[src/rtl/prog_loader_8085.sv]
// Byte-stream boot loader: parses SYNC/START/LEN/data/CSUM frames, writes the
// data bytes into instruction memory and releases the core on a good checksum.
//
// state  | meaning
// S_IDLE | hunting for SYNC_BYTE, other bytes dropped
// S_ADDR | next byte is the frame start address
// S_LEN  | next byte is the payload length
// S_DATA | payload bytes, each one written to memory
// S_CSUM | next byte closes the checksum
// S_RUN  | frame loaded, core released; SYNC_BYTE starts a new frame
// S_ERR  | checksum failed, core held; SYNC_BYTE starts a new frame
module prog_loader_8085 #(
    parameter int         ADDR_W    = 8,
    parameter logic [7:0] SYNC_BYTE = 8'hA5
) (
    input  logic              i_clk,
    input  logic              i_reset,
    input  logic [7:0]        i_in_data,
    input  logic              i_in_valid,
    output logic              o_in_ready,
    output logic              o_im_we,
    output logic [ADDR_W-1:0] o_im_addr,
    output logic [7:0]        o_im_wdata,
    output logic              o_cpu_hold,
    output logic              o_pc_load,
    output logic [ADDR_W-1:0] o_pc_value,
    output logic              o_done,
    output logic              o_error
);

    typedef enum logic [2:0] {
        S_IDLE,
        S_ADDR,
        S_LEN,
        S_DATA,
        S_CSUM,
        S_RUN,
        S_ERR
    } state_t;

    state_t            r_state;
    logic [7:0]        r_base;
    logic [7:0]        r_len;
    logic [7:0]        r_count;
    logic [7:0]        r_sum;
    logic              r_im_we;
    logic [ADDR_W-1:0] r_im_addr;
    logic [7:0]        r_im_wdata;
    logic              r_cpu_hold;
    logic              r_pc_load;
    logic [ADDR_W-1:0] r_pc_value;
    logic              r_done;
    logic              r_error;

    state_t            w_state;
    logic [7:0]        w_base;
    logic [7:0]        w_len;
    logic [7:0]        w_count;
    logic [7:0]        w_sum;
    logic              w_im_we;
    logic [ADDR_W-1:0] w_im_addr;
    logic [7:0]        w_im_wdata;
    logic              w_cpu_hold;
    logic              w_pc_load;
    logic [ADDR_W-1:0] w_pc_value;
    logic              w_done;
    logic              w_error;

    logic [7:0]        w_sum_byte;
    logic [ADDR_W-1:0] w_wr_addr;

    assign w_sum_byte = r_sum + i_in_data;
    assign w_wr_addr  = ADDR_W'(r_base) + ADDR_W'(r_count);

    always_ff @(posedge i_clk) begin
        if (i_reset) begin
            r_state    <= S_IDLE;
            r_base     <= '0;
            r_len      <= '0;
            r_count    <= '0;
            r_sum      <= '0;
            r_im_we    <= 1'b0;
            r_im_addr  <= '0;
            r_im_wdata <= '0;
            r_cpu_hold <= 1'b1;
            r_pc_load  <= 1'b0;
            r_pc_value <= '0;
            r_done     <= 1'b0;
            r_error    <= 1'b0;
        end else begin
            r_state    <= w_state;
            r_base     <= w_base;
            r_len      <= w_len;
            r_count    <= w_count;
            r_sum      <= w_sum;
            r_im_we    <= w_im_we;
            r_im_addr  <= w_im_addr;
            r_im_wdata <= w_im_wdata;
            r_cpu_hold <= w_cpu_hold;
            r_pc_load  <= w_pc_load;
            r_pc_value <= w_pc_value;
            r_done     <= w_done;
            r_error    <= w_error;
        end
    end

    always_comb begin
        w_state    = r_state;
        w_base     = r_base;
        w_len      = r_len;
        w_count    = r_count;
        w_sum      = r_sum;
        w_im_we    = 1'b0;
        w_im_addr  = r_im_addr;
        w_im_wdata = r_im_wdata;
        w_cpu_hold = r_cpu_hold;
        w_pc_load  = 1'b0;
        w_pc_value = r_pc_value;
        w_done     = r_done;
        w_error    = r_error;

        if (i_in_valid) begin
            case (r_state)
                S_IDLE, S_RUN, S_ERR: begin
                    if (i_in_data == SYNC_BYTE) begin
                        w_state    = S_ADDR;
                        w_cpu_hold = 1'b1;
                        w_done     = 1'b0;
                        w_error    = 1'b0;
                    end
                end
                S_ADDR: begin
                    w_base  = i_in_data;
                    w_sum   = i_in_data;
                    w_state = S_LEN;
                end
                S_LEN: begin
                    w_len   = i_in_data;
                    w_count = '0;
                    w_sum   = w_sum_byte;
                    w_state = (i_in_data == 8'd0) ? S_CSUM : S_DATA;
                end
                S_DATA: begin
                    w_sum      = w_sum_byte;
                    w_im_we    = 1'b1;
                    w_im_addr  = w_wr_addr;
                    w_im_wdata = i_in_data;
                    w_count    = r_count + 8'd1;
                    if (r_count + 8'd1 == r_len) begin
                        w_state = S_CSUM;
                    end
                end
                S_CSUM: begin
                    if (w_sum_byte == 8'd0) begin
                        w_state    = S_RUN;
                        w_pc_load  = 1'b1;
                        w_pc_value = ADDR_W'(r_base);
                        w_cpu_hold = 1'b0;
                        w_done     = 1'b1;
                        w_error    = 1'b0;
                    end else begin
                        w_state    = S_ERR;
                        w_cpu_hold = 1'b1;
                        w_done     = 1'b0;
                        w_error    = 1'b1;
                    end
                end
                default: w_state = S_IDLE;
            endcase
        end
    end

    assign o_in_ready = 1'b1;
    assign o_im_we    = r_im_we;
    assign o_im_addr  = r_im_addr;
    assign o_im_wdata = r_im_wdata;
    assign o_cpu_hold = r_cpu_hold;
    assign o_pc_load  = r_pc_load;
    assign o_pc_value = r_pc_value;
    assign o_done     = r_done;
    assign o_error    = r_error;

endmodule

[config.mk]
export PLATFORM = sky130hd
export DESIGN_NAME = prog_loader_8085
export DESIGN_NICKNAME = d
export VERILOG_FILES = /design/src/rtl/prog_loader_8085.sv
export SDC_FILE = /design/constraint.sdc
export NUM_CORES = 1
export LEC_CHECK = 0
export CAP_MARGIN = 0
export CORE_ASPECT_RATIO = 1.4
export CORE_MARGIN = 3
export CORE_UTILIZATION = 60
export DETAILED_ROUTE_END_ITERATION = 10
export PLACE_DENSITY = 0.85
export SYNTH_ARGS = -nofsm -noshare
export SYNTH_HDL_FRONTEND = slang
export SYNTH_SLANG_ARGS = --single-unit
export TNS_END_PERCENT = 30
[constraint.sdc]
create_clock -name i_clk -period 4.79 [get_ports i_clk]
set_input_delay 0.479 -clock i_clk [delete_from_list [all_inputs] [get_ports i_clk]]
set_output_delay 0.479 -clock i_clk [all_outputs]
set_load 0.02 [all_outputs]
==> flow_summary.json <==
{
  "cts.clk_slew.worst_paths_ns": 0.07,
  "max_slew_margin_pct": 41.3,
  "grt_usage_pct": 25.5,
  "status": "completed",
  "grt_setup_unrepaired": "false",
  "cts_root_buffer": "sky130_fd_sc_hd__clkbuf_8",
  "top_library_cells_by_usage_in_the_layout_fill_and_taps_aside": "sky130_fd_sc_hd__nand2_1 (69), sky130_fd_sc_hd__dfxtp_1 (64), sky130_fd_sc_hd__a21oi_1 (43), sky130_fd_sc_hd__clkdlybuf4s50_1 (38), sky130_fd_sc_hd__o21ai_0 (27)",
  "mostFrequentLayoutCell": "sky130_fd_sc_hd__nand2_1",
  "synthCells": 428,
  "clk_latency_ns": 0.35,
  "highest_achievable_clock_rate_mhz": 283,
  "ioPinCount": 41,
  "slew_viol_final": 0,
  "p_switching_mw": 0.310,
  "gp_routability_congestion": 0.886,
  "cts_max_level": 3,
  "via_count": 3137,
  "pre_cts_slack_ns": 0.981,
  "critical_path_peak_fanout": 7,
  "synth.avg_cell_area_um2": 8.07,
  "worstHoldPathType": "flop to flop",
  "final-hold-violation-count": 0,
  "final.setup_skew_ns": 0.00704,
  "cts_buffer_depth": 2,
  "cts_setup_buffers": 0,
  "path_delay_family": "compound AO/OA/AOI/OAI gates",
  "sum_neg_setup_slack_ns": 0,
  "timing.final.setup_violations": 0,
  "cp.arrival_ns": 3.72,
  "start_util_pct": 62.5,
  "sequentialPowerShare_pct": 47.3,
  "worst_setup_path_end_kind": "flop",
  "globalRoute.totalOverflow": 0,
  "hold_ws_ns": 0.457,
  "diodes_inserted": 0,
  "yosys_most_used_dff": "sky130_fd_sc_hd__dfxtp_1",
  "core_area_um2": 5530,
  "post_cts.resized_instances": 0,
  "share_of_the_cycle_needed_by_the_critical_path_after_routing_pct": 73.8,
  "critical_path.most_common_cell": "sky130_fd_sc_hd__a211oi_1",
  "yosys_register_bits": 64,
  "drc": 0,
  "totalPowerFinal_mw": 1.18,
  "first_pass_iters": 4,
  "cts_hold_repair.buffers": 0,
  "cts_tree": "built",
  "drt-initial-drc-count": 215,
  "final_period_minus_worst_setup_slack_ns": 3.53,
  "antenna_violations_before_repair": 0,
  "max_cap_violations": 0,
  "slowest_stage": "sky130_fd_sc_hd__o311ai_0",
  "postLayoutCoreUtil_pct": 73.0,
  "final_worst_setup_slack_ns": 1.26,
  "critPathRequiredTime_ns": 4.98,
  "die_area_um2": 6710,
  "leakage_nw": 1.42,
  "max_slew.worst_pin.slew_ns": 0.878,
  "synth-warning-count": 0,
  "timing.setup.critical_path_class": "input pin to flop",
  "avgRoutedWirePerCell_um": 15.6,
  "rows": 32,
  "finalNetCount": 481,
  "grt_max_degree": 41,
  "largest_stage_delay_on_the_critical_path_ns": 0.73,
  "netlist_area_um2": 3450,
  "synth_fp_nets": 456,
  "grt_pass1_wl_um": 13600,
  "postSynth.asyncResetShare_pct": 0,
  "irDropWorstVdd_v": 0.000172,
  "swShare_pct": 26.2,
  "drt-vias-per-instance": 5.96,
  "dieWidth_um": 70.1,
  "numCtsBuffers": 9,
  "netlist-cell-type-count": 53,
  "cp_cell_sequence": "clkdlybuf4s50_1 > ha_1 > fa_1 > a211oi_1 > nor2_1 > xor2_1 > or4_4 > o311ai_0 > a211oi_1",
  "share_of_post_route_cells_with_drive_strength_above_1_pct": 4.37,
  "ys_seq_area_share_pct": 37.1,
  "finalWirelength_um": 8210,
  "syn_to_final_growth_pct": 16.8,
  "dp_hpwl_um": 5840,
  "grt_pass1_vias": 3021,
  "io_buf_count": 39,
  "start_kind": "input pin",
  "clock_power_share_pct": 40.5,
  "synth-edff-count": 0,
  "cellInternalPower_mw": 0.871,
  "drt.antenna.violating_nets": 0,
  "clkSinkCount": 64,
  "dieHeight_um": 95.8,
  "pwr-share-comb_pct": 12.2,
  "critical_path.n_buffers_inverters": 1,
  "power.density_nw_per_um2": 293
}
[sequential cells by signal, indices dropped and copies added, names as in the netlist]
name        flops
o_im_we         1
o_error         1
o_done          1
o_cpu_hold      1
o_im_wdata      8
r_len           8
r_base          8
o_im_addr       8
r_sum           8
o_pc_value      8
r_state         3
o_pc_load       1
r_count         8
[power by group through the flow]
stage               combinational [mW]  clock (mW)  sequential [mW]
detailed placement               0.142           0            0.570
global route                     0.161       0.507            0.560
floorplan                        0.111           0            0.562
CTS                              0.143       0.484            0.558
global placement                 0.136           0            0.570
finish                           0.144       0.478            0.559
[kinds of logic after synthesis]
family,after synthesis,synth area share (%)
adders and majority gates,18,6.88
AOI/OAI and AO/OA,118,21.2
muxes,10,2.90
and+or+nand+nor,157,22.2
DFF,64,37.1
other,1,0.109
buffers and inverters,39,4.35
xor gates and xnor gates,21,5.33
[synth_stat cells (all sizes together) (3+ instances only)]
library cell,n,area (um2)
a211oi,6,45.0
a21o,7,52.6
a21oi,43,215
a311oi,5,43.8
clkbuf,26,97.6
dfxtp,64,1280
ha,15,188
inv,12,45.0
mux2i,10,100
nand2,69,259
nand2b,21,131
nand3,6,30.0
nand3b,3,22.5
nor2,23,86.3
nor2b,6,37.5
nor3,7,35.0
nor4,4,40.0
o21a,3,22.5
o21ai,28,140
o31ai,4,30.0
or3,7,43.8
xnor2,12,105
xor2,9,78.8
[final timing paths]
| path | startpoint | end | slack [ns] | depth (start not counted) |
|---|---|---|---|---|
| worst max-delay path | i_in_data[0] | r_state[1] | 1.26 | 9 |
| worst min-delay path | o_im_wdata[5] | o_im_wdata[5] | 0.46 | 2 |
| worst max register to register | r_sum[0] | r_state[1] | 1.68 | 8 |
| worst min register to register | o_im_wdata[5] | o_im_wdata[5] | 0.46 | 2 |
[stage by stage]
stage               instances  instance area, um2
floorplan                 428                3450
global placement          510                3830
detailed placement        510                3830
CTS                       526                4030
global route              526                4030
finish                    526                4030
[per-layer routing]
layer / part of all wire, % / routed length, um / GRT usage [%]
met1: 39 / 3230 / 27.2
met2: 52 / 4250 / 46.8
met3: 5.3 / 432 / 5.75
met4: 3.6 / 293 / 13.4
met5: 0 / 0 / 0
[cell type report]
cell class,count,area (um2)
Clock buffer,14,163
Clock inverter,2,37.5
Fill cell,452,1490
Inverter,12,45.0
Multi-Input combinational cell,325,2020
Sequential cell,64,1280
Tap cell,68,85.1
Timing Repair Buffer,41,400
[worst reg2reg max path: cells and delay by family, from the launching register on]
kind	cells	cell delay, ns
AO/OA/AOI/OAI	3	1.22
AND/OR/NAND/NOR	2	0.65
adder cells (fa/ha/maj)	2	0.60
flip-flops	1	0.32
XOR/XNOR	1	0.16
No activity file was read; power rests on OpenSTA's default activity.
